==> src/rtl/window_scan_ctrl.sv <==
// window_scan_ctrl: streams an HxW raster image into an external image
// buffer, then walks every 3x3 window top-left address in raster order and
// presents each one with a valid/ready handshake.
module window_scan_ctrl #(
  parameter int unsigned MAX_DIM = 1000
) (
  input  logic        clk,
  input  logic        rst,
  input  logic        start,
  input  logic [15:0] H,
  input  logic [15:0] W,
  input  logic [7:0]  pix_in,
  input  logic        pix_valid,
  output logic        pix_ready,
  output logic [15:0] write_H,
  output logic [15:0] write_W,
  output logic [7:0]  write_data,
  output logic        mem_ready,
  output logic [15:0] read_H,
  output logic [15:0] read_W,
  output logic        win_valid,
  input  logic        win_ready,
  output logic [15:0] win_row,
  output logic [15:0] win_col,
  output logic        busy,
  output logic        done,
  output logic        err
);

  typedef enum logic [2:0] {
    S_IDLE  = 3'd0,
    S_LOAD  = 3'd1,
    S_SCAN  = 3'd2,
    S_DRAIN = 3'd3,
    S_DONE  = 3'd4
  } state_t;

  localparam logic [15:0] MAX_DIM_L = 16'(MAX_DIM);

  state_t      state_q, state_d;
  logic [15:0] h_q, h_d;
  logic [15:0] w_q, w_d;
  logic [15:0] write_h_q, write_h_d;
  logic [15:0] write_w_q, write_w_d;
  logic [15:0] nr_q, nr_d;
  logic [15:0] nc_q, nc_d;
  logic [15:0] win_row_q, win_row_d;
  logic [15:0] win_col_q, win_col_d;
  logic        win_valid_q, win_valid_d;
  logic        err_q, err_d;
  logic        stall_s;

  // A presented window that is not consumed holds the scan in place.
  assign stall_s = win_valid_q && !win_ready;

  // Next-state and next-counter logic for the load/scan sequencer.
  always_comb begin
    state_d     = state_q;
    h_d         = h_q;
    w_d         = w_q;
    write_h_d   = write_h_q;
    write_w_d   = write_w_q;
    nr_d        = nr_q;
    nc_d        = nc_q;
    win_row_d   = win_row_q;
    win_col_d   = win_col_q;
    win_valid_d = win_valid_q;
    err_d       = err_q;
    case (state_q)
      S_IDLE: begin
        if (start) begin
          h_d       = H;
          w_d       = W;
          err_d     = 1'b0;
          write_h_d = 16'd0;
          write_w_d = 16'd0;
          nr_d      = 16'd0;
          nc_d      = 16'd0;
          if ((H > MAX_DIM_L) || (W > MAX_DIM_L)) begin
            err_d   = 1'b1;
            state_d = S_DONE;
          end else if ((H == 16'd0) || (W == 16'd0)) begin
            state_d = S_DONE;
          end else begin
            state_d = S_LOAD;
          end
        end else begin
          state_d = S_IDLE;
        end
      end
      S_LOAD: begin
        // pix_ready is 1 throughout LOAD, so pix_valid alone is an accept.
        if (pix_valid) begin
          if (write_w_q == (w_q - 16'd1)) begin
            write_w_d = 16'd0;
            if (write_h_q == (h_q - 16'd1)) begin
              write_h_d = 16'd0;
              state_d   = S_SCAN;
            end else begin
              write_h_d = write_h_q + 16'd1;
            end
          end else begin
            write_w_d = write_w_q + 16'd1;
          end
        end else begin
          state_d = S_LOAD;
        end
      end
      S_SCAN: begin
        // Images smaller than 3 in either dimension have no windows; the
        // H-3 / W-3 terms below are only reached once both are >= 3.
        if ((h_q < 16'd3) || (w_q < 16'd3)) begin
          state_d = S_DONE;
        end else if (!stall_s) begin
          win_valid_d = 1'b1;
          win_row_d   = nr_q;
          win_col_d   = nc_q;
          if (nc_q == (w_q - 16'd3)) begin
            nc_d = 16'd0;
            if (nr_q == (h_q - 16'd3)) begin
              nr_d    = 16'd0;
              state_d = S_DRAIN;
            end else begin
              nr_d = nr_q + 16'd1;
            end
          end else begin
            nc_d = nc_q + 16'd1;
          end
        end else begin
          state_d = S_SCAN;
        end
      end
      S_DRAIN: begin
        if (win_valid_q && win_ready) begin
          win_valid_d = 1'b0;
          state_d     = S_DONE;
        end else begin
          state_d = S_DRAIN;
        end
      end
      S_DONE: begin
        state_d = S_IDLE;
      end
      default: begin
        state_d = S_IDLE;
      end
    endcase
  end

  // State and datapath registers with synchronous reset.
  always_ff @(posedge clk) begin
    if (rst) begin
      state_q     <= S_IDLE;
      h_q         <= 16'd0;
      w_q         <= 16'd0;
      write_h_q   <= 16'd0;
      write_w_q   <= 16'd0;
      nr_q        <= 16'd0;
      nc_q        <= 16'd0;
      win_row_q   <= 16'd0;
      win_col_q   <= 16'd0;
      win_valid_q <= 1'b0;
      err_q       <= 1'b0;
    end else begin
      state_q     <= state_d;
      h_q         <= h_d;
      w_q         <= w_d;
      write_h_q   <= write_h_d;
      write_w_q   <= write_w_d;
      nr_q        <= nr_d;
      nc_q        <= nc_d;
      win_row_q   <= win_row_d;
      win_col_q   <= win_col_d;
      win_valid_q <= win_valid_d;
      err_q       <= err_d;
    end
  end

  // Buffer mode follows the state; a stalled window re-reads its own address
  // so the buffer's 3x3 output stays stable until consumed.
  assign pix_ready  = (state_q == S_LOAD);
  assign mem_ready  = (state_q != S_LOAD);
  assign write_data = pix_in;
  assign write_H    = write_h_q;
  assign write_W    = write_w_q;
  assign read_H     = stall_s ? win_row_q : nr_q;
  assign read_W     = stall_s ? win_col_q : nc_q;
  assign win_valid  = win_valid_q;
  assign win_row    = win_row_q;
  assign win_col    = win_col_q;
  assign busy       = (state_q != S_IDLE);
  assign done       = (state_q == S_DONE);
  assign err        = err_q;

endmodule
==> config.mk <==
export PLATFORM = sky130hd
export DESIGN_NAME = window_scan_ctrl
export DESIGN_NICKNAME = d
export VERILOG_FILES = /design/src/rtl/window_scan_ctrl.sv
export SDC_FILE = /design/constraint.sdc
export NUM_CORES = 1
export LEC_CHECK = 0
export BUFFER_PORTS_ARGS = -buffer_cell sky130_fd_sc_hd__buf_2
export CORE_ASPECT_RATIO = 2
export CORE_UTILIZATION = 57
export CTS_CLUSTER_SIZE = 12
export DETAILED_ROUTE_END_ITERATION = 7
export PLACE_DENSITY = 0.91
export SKIP_CTS_REPAIR_TIMING = 1
export SLEW_MARGIN = 15
export SYNTH_ARGS = -nofsm -noshare
export SYNTH_HDL_FRONTEND = slang
export SYNTH_SLANG_ARGS = --single-unit
==> constraint.sdc <==
create_clock -name clk -period 3.65 [get_ports clk]
set_input_delay 0 -clock clk [delete_from_list [all_inputs] [get_ports clk]]
set_output_delay 0 -clock clk [all_outputs]
set_load 0.02 [all_outputs]
# After elaboration in Yosys (flattened, before gate mapping)
# Cells that the tools add are included.
[word_totals] register_bits=133 latchBits=0 ram_bits=0 romBits=0 input_bits=45 output_inout_bits=110 elab_cells=101 mem_count=0
[op_classes] n_addsub=8 multipliers=0 div_mod_pow=0 order_cmp=4 eq_ne=20 shifts=0 muxes=36 bitwise_logic=1 reduce_logical=21
[op_table] operator="2-to-1 mux 16 bit" count=15
[op_table] operator="one-hot mux 16 bit (2 select lines)" count=4
[op_table] operator="adder 16 x 1 -> 16 bit (second input constant)" count=4
[op_table] operator="equality test 16 bit" count=4
[op_table] operator="2-to-1 mux 3 bit" count=11
[op_table] operator="> comparator 16 x 10 -> 1 bit (second input constant)" count=2
[op_table] operator="zero test 16 bit" count=2
[op_table] operator="less-than comparator 16 x 2 -> 1 bit (second input constant)" count=2
[op_table] operator="subtractor 16 x 1 -> 16 bit (second input constant)" count=2
[op_table] operator="subtractor 16 x 2 -> 16 bit (second input constant)" count=2
[op_table] operator="AND reduction 4 bit" count=4
[op_table] operator="inequality test 2 bit (second input constant)" count=6
[op_table] operator="one-hot mux 3 bit (4 select lines)" count=1
[op_table] operator="inequality test 4 bit (second input constant)" count=2
[op_table] operator="equality test 3 x 2 -> 1 bit (second input constant)" count=2
[op_table] operator="inequality test 3 x 2 -> 1 bit (second input constant)" count=2
[op_table] operator="nonzero test 2 bit" count=3
[op_table] operator="AND reduction 5 bit" count=1
[op_table] operator="2-to-1 mux 1 bit" count=4
[op_table] operator="AND reduction 2 bit" count=2
[op_table] operator="equality test 3 x 1 -> 1 bit (second input constant)" count=1
[op_table] operator="equality test 3 bit (second input constant)" count=1
[op_table] operator="zero test 3 bit" count=1
[op_table] operator="logical OR 1 bit" count=3
[op_table] operator="8 further kinds" count=9

# Longest topological paths before layout
# Gate-level depths: netlist of run 1.
[depth] depth_word=7 ltp_mapped=13 ltp_nobuf=10

# Worst setup path before layout of run 1
# No wires, ideal clock.
[synth_timing] kind="register -> register" start="register h_q[3]" end="register write_h_q[15] (netlist: write_H[15])" setup_time_ps=132 arrival_ps=2838 t_required_ps=3518 slack_ps=680 path_stages_with_launch=11 path_buffers=3 period_less_slack_ps=2970 cell_sequence="dfxtp_1 > buf_2 > or4_1 > buf_2 > or4_4 > or4bb_1 > a22oi_1 > a21oi_2 > buf_6 > a32oi_1 > o41ai_1"
[synth_between] elab_chain_len=6
[synth_lines] item="start, declared" line_no="41" source="logic [15:0] h_q, h_d;"
[synth_lines] item="start signal, assigned" line_no="154" source="h_q <= 16'd0;"
[synth_lines] item="start signal, assigned" line_no="166" source="h_q <= h_d;"
[synth_lines] item="subtractor 16 x 1 -> 16 bit" line_no="96" source="if (write_h_q == (h_q - 16'd1)) begin"
[synth_lines] item="equality test 16 bit" line_no="96"
[synth_lines] item="2-to-1 mux 16 bit" line_no="96"
[synth_lines] item="2-to-1 mux 16 bit" line_no="94" source="if (write_w_q == (w_q - 16'd1)) begin"
[synth_lines] item="2-to-1 mux 16 bit" line_no="93" source="if (pix_valid) begin"
[synth_lines] item="one-hot mux 16 bit (2 select lines)" line_no="69" source="case (state_q)"
[synth_lines] item="end signal, assigned" line_no="168" source="write_h_q <= write_h_d;"
[synth_lines] item="end, declared" line_no="43" source="logic [15:0] write_h_q, write_h_d;"
# Every way passes these cells. The select of a mux whose other input is x is not followed.
# A chain may end at the register's enable or synchronous reset.

# Worst setup path after layout of run 1
[layout_timing] start="register w_q[0]" end="register write_h_q[13] (netlist: write_H[13])"
[layout_between] elab_chain_len=4
[layout_lines] item="start, declared" line_no="42" source="logic [15:0] w_q, w_d;"
[layout_lines] item="start signal, assigned" line_no="167" source="w_q <= w_d;"
[layout_lines] item="subtractor 16 x 1 -> 16 bit" line_no="94"
[layout_lines] item="equality test 16 bit" line_no="94"
[layout_lines] item="inequality test 2 x 1 -> 1 bit (no line)"
[layout_lines] item="AND reduction 4 bit (no line)"
# Every way passes these cells.

==> results.json, run 1 <==
{
  "path_delay_family": "simple AND/OR/NAND/NOR gates",
  "first_iter_violations": 815,
  "nets": 1278,
  "finalMaxSlewViolations": 0,
  "place_congestion": 0.990,
  "grt_usage_pct": 36.0,
  "drc": 0,
  "critPathCaptureType": "flop",
  "vias": 9118,
  "worstPathArrival_ns": 3.72,
  "dp.cells": 1362,
  "synthArstFlopShare_pct": 0,
  "rsz0062_at_grt": "no",
  "worstPathCellList": "inv_1 > ha_1 > xor2_1 > o211ai_1 > nor4_1 > nand4_1 > nor4_4 > a21oi_1 > nand2b_1 > buf_4 > o41ai_1",
  "hold_path.class": "primary input to output pin",
  "synth.distinct_cells": 74,
  "drv_cap": 0,
  "total_power_mw": 4.08,
  "grt_antenna_before_repair": 1,
  "cp_slowest_stage_delay_ns": 0.55,
  "grt_pass1_wl_mm": 41.9,
  "synth_top_cell_by_area": "dfxtp_1",
  "synth_common_cells": "dfxtp_1, nand2_1, nor2_1",
  "fp.coreArea_um2": 14300,
  "period_share_pct": 93.1,
  "path_class": "flop to flop",
  "hold_violations": 0,
  "ys.flop_type": "dfxtp_1",
  "layout_min_cycle_time_ns": 3.40,
  "drt_first_pass_iters": 8,
  "port-buffer-count": 138,
  "ys_top_cells_by_area": "dfxtp_1, xnor2_1, nand2_1, nor2_1, a21oi_1",
  "grt_start_max_net_pins": 88,
  "max_slew_margin_pct": 36.0,
  "fmax_ghz": 0.294,
  "peakVddDrop_mv": 0.402,
  "power_density_nw_per_um2": 404,
  "synth_warnings": 0,
  "first_global_vias": 8525,
  "cts.path.max_buffers": 2,
  "synth_edf_count": 0,
  "overflow": 0,
  "detail_route.wl_per_cell_um": 19.5,
  "ioPinCount": 155,
  "setup_viol": 0,
  "die_area_um2": 15100,
  "crit_path_top_delay_cell": "dfxtp_1",
  "syn_inst": 1092,
  "cts_buffers": 17,
  "clk_latency_ns": 0.43,
  "h-tree-depth": 4,
  "ant_nets": 0,
  "worstMarginPinSlew_ns": 0.961,
  "path_clk_slew_ns": 0.06,
  "crit_fanout": 16,
  "start_util_pct": 58.4,
  "syn_nets": 1145,
  "pre_cts_ws_ns": 0.167,
  "drive_above_1_share_pct": 20.3,
  "synth_top_area_share_pct": 32.0,
  "fin_cells": 1431,
  "setup_ws_ns": 0.251,
  "yosysMostFrequentCell": "dfxtp_1",
  "ys_seq_elements": 133,
  "p_leak_nw": 4.07,
  "root_buffer": "clkbuf_16",
  "fin_worst_skew_ns": 0.00702,
  "worst_ep_required_time_ns": 3.98,
  "area_growth_syn_to_layout_pct": 21.3,
  "die_height_um": 173,
  "fill_cells": 1114,
  "seq_area_frac_synth_pct": 32.0,
  "post-route-util_pct": 70.8,
  "die_w_um": 87.5,
  "start_kind": "flop",
  "netlist_area_um2": 8330,
  "status": "finished, final reports clean",
  "routed_wl_mm": 28.0,
  "rows": 62,
  "routed_via_density": 6.37,
  "clock-sinks": 133,
  "path_buf_inv": 2,
  "totalNegativeSetupSlack_ns": 0,
  "cts_tree": "yes",
  "post_synth.cell_area_avg_um2": 7.63,
  "hpwl_mm": 18.8
}
-- worst reg2reg max path, delay by kind of cell (launching register included) --
family,cells,cell delay (ns)
AO/OA/AOI/OAI,3,0.61
XOR/XNOR,1,0.17
adder cells (fa/ha/maj),1,0.44
buffers and inverters,2,0.28
flip-flops,1,0.55
AND/OR/NAND/NOR,4,1.23
-- metal layers --
metal | track usage (%) | part of all wire (%) | routed length [um] | vias up
li1 | - | - | - | 4159
met1 | 33.8 | 32 | 8880 | 4209
met2 | 62.7 | 52 | 14400 | 540
met3 | 8.64 | 7.5 | 2090 | 210
met4 | 31.4 | 9.3 | 2600 | 0
met5 | 0 | 0 | 0 | -
-- path summary, 6_finish.rpt --
check / start / endpoint / slack, ns / depth (start not counted)
worst max-delay path: w_q[0] / write_H[13] / 0.25 / 11
worst min-delay path: pix_in[5] / write_data[5] / 0.000008 / 0
worst max register to register: w_q[0] / write_H[13] / 0.25 / 11
worst min register to register: win_row[10] / win_row[10] / 0.51 / 2
-- cell usage in the layout, fill, tap and decap left out, types with 32 or more instances in the layout --
master | netlist | routed
nor2_1 | 122 | 121
nor3_1 | 61 | 61
dlygate4sd3_1 | 0 | 36
nand2_1 | 126 | 126
xnor2_1 | 64 | 64
dfxtp_1 | 133 | 133
mux2_2 | 32 | 32
a21oi_1 | 76 | 76
inv_1 | 33 | 33
buf_2 | 15 | 138
nand3_1 | 53 | 53
-- layout make-up --
type | count | area (um^2) | area share, %
Multi-Input combinational cell | 841 | 5170 | 51.1
Sequential cell | 133 | 2660 | 26.3
Timing Repair Buffer | 199 | 1240 | 12.3
Clock buffer | 20 | 447 | 4.42
Tap cell | 192 | 240 | 2.38
Clock inverter | 12 | 225 | 2.23
Inverter | 33 | 124 | 1.23
Antenna cell | 1 | 2.50 | 0.0248
-- logic make-up (layout without fill, tap and decap cells) --
logic type / count (synthesis) / after routing / share of synthesized area (%)
buffers and inverters: 118 / 264 / 6.13
AND/OR/NAND/NOR: 512 / 512 / 30.8
adder cells (fa/ha/maj): 8 / 8 / 1.20
other: 0 / 1 / 0
multiplexers: 38 / 38 / 5.05
XOR/XNOR: 94 / 94 / 9.88
AO/OA/AOI/OAI: 189 / 189 / 15.0
flip-flops: 133 / 133 / 32.0
-- through the flow --
stage / instance area, um^2 / hold slack (ns)
floorplan: 8330 / 0.113
global placement: 9060 / 0.000137
detailed placement: 9060 / 0.000137
CTS: 9740 / -0.185
global route: 10100 / 0.0000348
finish: 10100 / 0.00000777
-- where the power goes --
part / switching, mW / leakage (nW) / internal [mW]
Sequential: 0.0598 / 1.08 / 1.48
Combinational: 0.328 / 2.68 / 0.240
Clock: 0.673 / 0.317 / 1.30
-- state kept, by name (all words and copies together) (netlist names) --
name       count
h_q           16
nc_q          16
nr_q          16
w_q           16
win_col       16
win_row       16
write_H       16
write_W       16
state_q        3
err            1
win_valid      1
Power figures use the tool's default switching activity.
==> run 2, diff against run 1 <==
--- a/config.mk
+++ b/config.mk
@@ -10,6 +10,7 @@
 export CORE_UTILIZATION = 57
 export CTS_CLUSTER_SIZE = 12
 export DETAILED_ROUTE_END_ITERATION = 7
+export GPL_TIMING_DRIVEN = 0
 export PLACE_DENSITY = 0.91
 export SKIP_CTS_REPAIR_TIMING = 1
 export SLEW_MARGIN = 15
==> run 2 against run 1 <==
Final area is 2.1% higher. Power is 1.9% lower. Utilization is 1.5 points higher. Critical path depth stayed put. Non-clock buffer count is 65 higher. Sequential cell count stayed put. Die area stayed put. Register-to-register slack worse by 0.03 ns. Via count is 4.0% higher. Worst hold slack better by 0.026 ns. Global-route usage is 1.2 points higher. Combinational power is 11% higher. Critical endpoint is now write_W[12]. Largest cell class unchanged.
==> results.json, run 2 (same netlist as run 1, synthesis figures left out) <==
{
  "layout_common_cells": "buf_2, dfxtp_1, nand2_1, nor2_1, a21oi_1",
  "drt_first_pass_iters": 6,
  "worstPathArrival_ns": 3.75,
  "first_global_vias": 8870,
  "fin_worst_skew_ns": 0.0102,
  "worstMarginPinSlew_ns": 1.04,
  "vias": 9480,
  "max_slew_margin_pct": 29.0,
  "netSwitchingPower_mw": 1.10,
  "overflow": 0,
  "routed_via_density": 6.35,
  "cts.path.max_buffers": 2,
  "diodes": 0,
  "total_power_mw": 4.00,
  "hold_ws_ns": 0.0259,
  "fmax_ghz": 0.291,
  "die_height_um": 173,
  "multi_input_area_um2": 5210,
  "root_buffer": "clkbuf_16",
  "dp.cells": 1430,
  "clk_latency_ns": 0.44,
  "area_growth_syn_to_layout_pct": 23.9,
  "setup_viol": 0,
  "reg2regPathDepth": 11,
  "power_density_nw_per_um2": 388,
  "path_clk_slew_ns": 0.06,
  "hold_path.class": "primary input to flop",
  "path_class": "flop to flop",
  "fin_cells": 1494,
  "rrSetupSlack_ns": 0.22,
  "post-route-util_pct": 72.3,
  "worstPathCellList": "clkbuf_2 > nor3_2 > a31oi_1 > o211a_1 > nor3_2 > nor4_4 > buf_4 > nor3_2 > clkbuf_1 > nand3_1 > o311ai_0",
  "hold_violations": 0,
  "hold_depth": 3,
  "comb_power_share_pct": 15.7,
  "hold_path_end": "state_q[1]",
  "crit_top_cell": "nor3_2",
  "die_w_um": 87.5,
  "die_area_um2": 15100,
  "cp_slowest_stage_delay_ns": 0.54,
  "period_share_pct": 94.1,
  "hpwl_mm": 20.2,
  "timing.rr.end": "write_W[12]",
  "place_congestion": 1.01,
  "crit_fanout": 10,
  "pwr-share-seq_pct": 37.6,
  "layout_min_cycle_time_ns": 3.43,
  "path_delay_family": "simple AND/OR/NAND/NOR gates",
  "rows": 62,
  "drv_cap": 0,
  "routed_wl_mm": 29.5,
  "nets": 1343,
  "switching_share_pct": 27.6,
  "grt_start_max_net_pins": 17,
  "fill_cells": 1168,
  "detail_route.wl_per_cell_um": 19.7,
  "final_common_cell": "buf_2",
  "path_buf_inv": 3,
  "clock-sinks": 133,
  "placed_area_um2": 9300,
  "cts_buffers": 17,
  "stdcell_area_um2": 10300,
  "critPathCaptureType": "flop",
  "drive_above_1_share_pct": 20.8,
  "crit_path_top_delay_cell": "nor3_2",
  "worst_ep_required_time_ns": 3.97,
  "grt_usage_pct": 37.3,
  "port-buffer-count": 146,
  "start_kind": "flop",
  "finalMaxSlewViolations": 0,
  "grt_antenna_before_repair": 0,
  "start_util_pct": 58.4,
  "p_leak_nw": 4.16,
  "grt_pass1_wl_mm": 43.6,
  "clockPowerShare_pct": 46.7,
  "ioPinCount": 155,
  "ant_nets": 0,
  "status": "finished, final reports clean",
  "fp.coreArea_um2": 14300,
  "first_iter_violations": 795,
  "rsz0062_at_grt": "no",
  "h-tree-depth": 4,
  "cts_tree": "yes",
  "hp-start": "pix_valid",
  "peakVddDrop_mv": 0.307,
  "drc": 0,
  "regArea_um2": 2660,
  "internal_power_mw": 2.90,
  "worstReg2RegStart": "w_q[3]"
}
==> run 2: worst max-delay path by stage <==
stage	startpoint	slack, ns	end	cells past startpoint
floorplan	h_q[3]	0.68	write_H[15]	10
detailed placement	w_q[3]	-0.04	write_H[10]	10
finish	w_q[3]	0.22	write_W[12]	11
global route	w_q[0]	0.02	nc_q[11]	12
CTS	w_q[0]	-0.12	write_H[13]	12
global placement	w_q[3]	-0.01	write_H[10]	10
==> run 2: power groups by stage <==
stage	registers, mW	clock network, mW	logic [mW]
after detailed placement	1.53	0	0.561
after global routing	1.51	1.91	0.680
final	1.50	1.87	0.629
after floorplan	1.52	0	0.413
after global placement	1.53	0	0.550
after CTS	1.50	1.86	0.567
==> run 2: final cells by class <==
| type | instances | area share (%) |
|---|---|---|
| Inverter | 33 | 1.20 |
| Sequential cell | 133 | 25.8 |
| Clock buffer | 19 | 4.39 |
| Timing Repair Buffer | 180 | 10.3 |
| Buffer | 84 | 3.75 |
| Multi-Input combinational cell | 841 | 50.5 |
| Tap cell | 192 | 2.33 |
| Clock inverter | 12 | 1.72 |
==> run 2: stage by stage <==
step / TNS, ns / setup slack (ns)
2_1_floorplan: 0 / 0.680
3_3_place_gp: -0.0150 / -0.0126
3_5_place_dp: -0.135 / -0.0405
4_1_cts: -1.63 / -0.122
5_1_grt: 0 / 0.0186
6_report: 0 / 0.217
==> run 2: per-layer routing <==
| metal | global-route usage (%) | up-vias | wire (um) |
|---|---|---|---|
| met2 | 64.6 | 586 | 14900 |
| met3 | 5.97 | 230 | 1910 |
| li1 | - | 4278 | - |
| met4 | 32.3 | 0 | 2930 |
| met1 | 37.2 | 4386 | 9700 |
| met5 | 0 | - | 0 |
==> run 2: tightest hold or removal path, delay by kind of cell <==
kind	cells	cell delay (ns)
AOI/OAI and AO/OA	2	0.24
buffers and inverters	1	0.16
==> run 3, diff against run 2 <==
==> constraint.sdc (replaced) <==
create_clock -name clk -period 3.37 [get_ports clk]
set_input_delay 0 -clock clk [delete_from_list [all_inputs] [get_ports clk]]
set_output_delay 0 -clock clk [all_outputs]
set_load 0.02 [all_outputs]
==> run 3 against run 2 <==
The run now ends with setup timing left. Critical endpoint is now write_H[13]. Wire length is 0.54% higher. Largest cell class unchanged. Utilization is 0.75 points higher. Cell count is 0.13% lower. Setup slack worse by 0.22 ns. Power is 8.8% higher. Critical path depth is 1 higher. Clock power is 7% higher. Combinational power is 11% higher.
==> results.json, run 3 (same netlist as run 1, synthesis figures left out) <==
{
  "grt_pass1_wl_mm": 43.6,
  "violations": "setup timing",
  "fmax_ghz": 0.297,
  "clk_latency_ns": 0.43,
  "dp.cells": 1430,
  "routed_via_density": 6.41,
  "nets": 1341,
  "crit_path_top_delay_cell": "ha_2",
  "place_congestion": 1.01,
  "start_kind": "flop",
  "routed_wl_mm": 29.6,
  "root_buffer": "clkbuf_16",
  "first_iter_violations": 761,
  "drive_above_1_share_pct": 21.8,
  "die_w_um": 87.5,
  "drc": 0,
  "path_class": "flop to flop",
  "max_slew_margin_pct": 10.7,
  "path_buf_inv": 3,
  "setup_ws_ns": -0.00249,
  "path_clk_slew_ns": 0.06,
  "met1_length_mm": 9.39,
  "clock-sinks": 133,
  "stdcell_area_um2": 10400,
  "hold_path.class": "primary input to flop",
  "area_growth_syn_to_layout_pct": 25.1,
  "cts.path.max_buffers": 2,
  "die_area_um2": 15100,
  "fin_worst_skew_ns": 0.00782,
  "finalMaxSlewViolations": 0,
  "final_common_cell": "buf_2",
  "post-route-util_pct": 73.0,
  "ant_nets": 0,
  "worst_ep_required_time_ns": 3.69,
  "overflow": 0,
  "first_global_vias": 8870,
  "rsz0062_at_grt": "yes",
  "placed_area_um2": 9300,
  "grt_start_max_net_pins": 17,
  "h-tree-depth": 4,
  "fin_cells": 1492,
  "critPathCaptureType": "flop",
  "rows": 62,
  "total_power_mw": 4.35,
  "crit_fanout": 8,
  "setup_viol": 1,
  "worstMarginPinSlew_ns": 1.33,
  "ioPinCount": 155,
  "path_delay_family": "simple AND/OR/NAND/NOR gates",
  "detail_route.wl_per_cell_um": 19.9,
  "hold_violations": 0,
  "grt_antenna_before_repair": 0,
  "drt_first_pass_iters": 8,
  "drv_cap": 0,
  "met3WireLength_mm": 2.31,
  "cp_slowest_stage_delay_ns": 0.48,
  "fp.coreArea_um2": 14300,
  "status": "finished, violations left",
  "wl_met2_mm": 14.8,
  "cts_buffers": 17,
  "port-buffer-count": 146,
  "grt_usage_pct": 37.3,
  "layout_common_cells": "buf_2, dfxtp_1, nand2_1, nor2_1, a21oi_1",
  "die_height_um": 173,
  "hpwl_mm": 20.2,
  "diodes": 0,
  "top_layer_used": "met4",
  "worstPathArrival_ns": 3.69,
  "vias": 9570,
  "power_density_nw_per_um2": 417,
  "p_leak_nw": 4.21,
  "layout_min_cycle_time_ns": 3.37,
  "worstPathCellList": "clkbuf_2 > inv_1 > ha_2 > xor2_1 > o211ai_1 > nor4_2 > nand4_1 > nor4_4 > a21oi_1 > nand2b_1 > buf_4 > o41ai_1",
  "cts_tree": "yes",
  "period_share_pct": 100,
  "start_util_pct": 58.4,
  "peakVddDrop_mv": 0.328
}
run 3: cell count changes in the layout (fill, tap and decap cells not counted), moves of 2 or more:
cell      before  now
clkbuf_4       0    6
nor4_4         3    6
o21ai_0       28   25
clkbuf_1      48   42
ha_2           0    2
ha_1           8    6
o21ai_1        0    3
clkbuf_2       3    6
buf_2        161  155
nor4_2         5    3
run 3: path summary, 6_finish.rpt:
kind / cells after the start / from / end / slack (ns)
setup / recovery: 12 / w_q[1] / write_H[13] / -0.002
hold / removal: 3 / pix_valid / state_q[1] / 0.01
setup reg to reg: 12 / w_q[1] / write_H[13] / -0.002
hold reg to reg: 2 / win_row[5] / win_row[5] / 0.51
run 3: worst reg2reg max path: stages (launching register included):
cell	delay [ns]
dfxtp_1	0.34
clkbuf_2	0.26
inv_1	0.09
ha_2	0.48
xor2_1	0.18
o211ai_1	0.12
nor4_2	0.29
nand4_1	0.22
nor4_4	0.34
a21oi_1	0.21
nand2b_1	0.24
buf_4	0.18
o41ai_1	0.32
run 3: stage by stage:
| step | worst slack [ns] | hold slack (ns) | TNS, ns |
|---|---|---|---|
| 2_1_floorplan | 0.400 | 0.113 | 0 |
| 5_1_grt | -0.0642 | 0.0398 | -1.35 |
| 4_1_cts | -0.402 | -0.196 | -14.32 |
| 3_3_place_gp | -0.293 | 0.217 | -6.96 |
| 3_5_place_dp | -0.320 | 0.219 | -8.64 |
| 6_report | -0.00249 | 0.0119 | -0.00249 |
run 3: final cells by class:
class | count | area, um^2
plain buffers | 82 | 402
repair buffers | 180 | 1070
inverters | 33 | 124
flip-flops and latches | 133 | 2660
clock buffers | 19 | 453
well taps | 192 | 240
multi-input cells | 841 | 5300
clock inverters | 12 | 178
fillers | 1142 | 3850
run 3: power by group:
part           internal, mW  switching, mW
logic                 0.276          0.425
registers              1.60         0.0352
clock network          1.27          0.742
total                  3.15           1.20
run 3: routing by layer:
layer	up-vias	GRT usage (%)
met5	-	0
met4	0	32.3
met3	251	5.97
met2	617	64.6
met1	4424	37.2
li1	4278	-
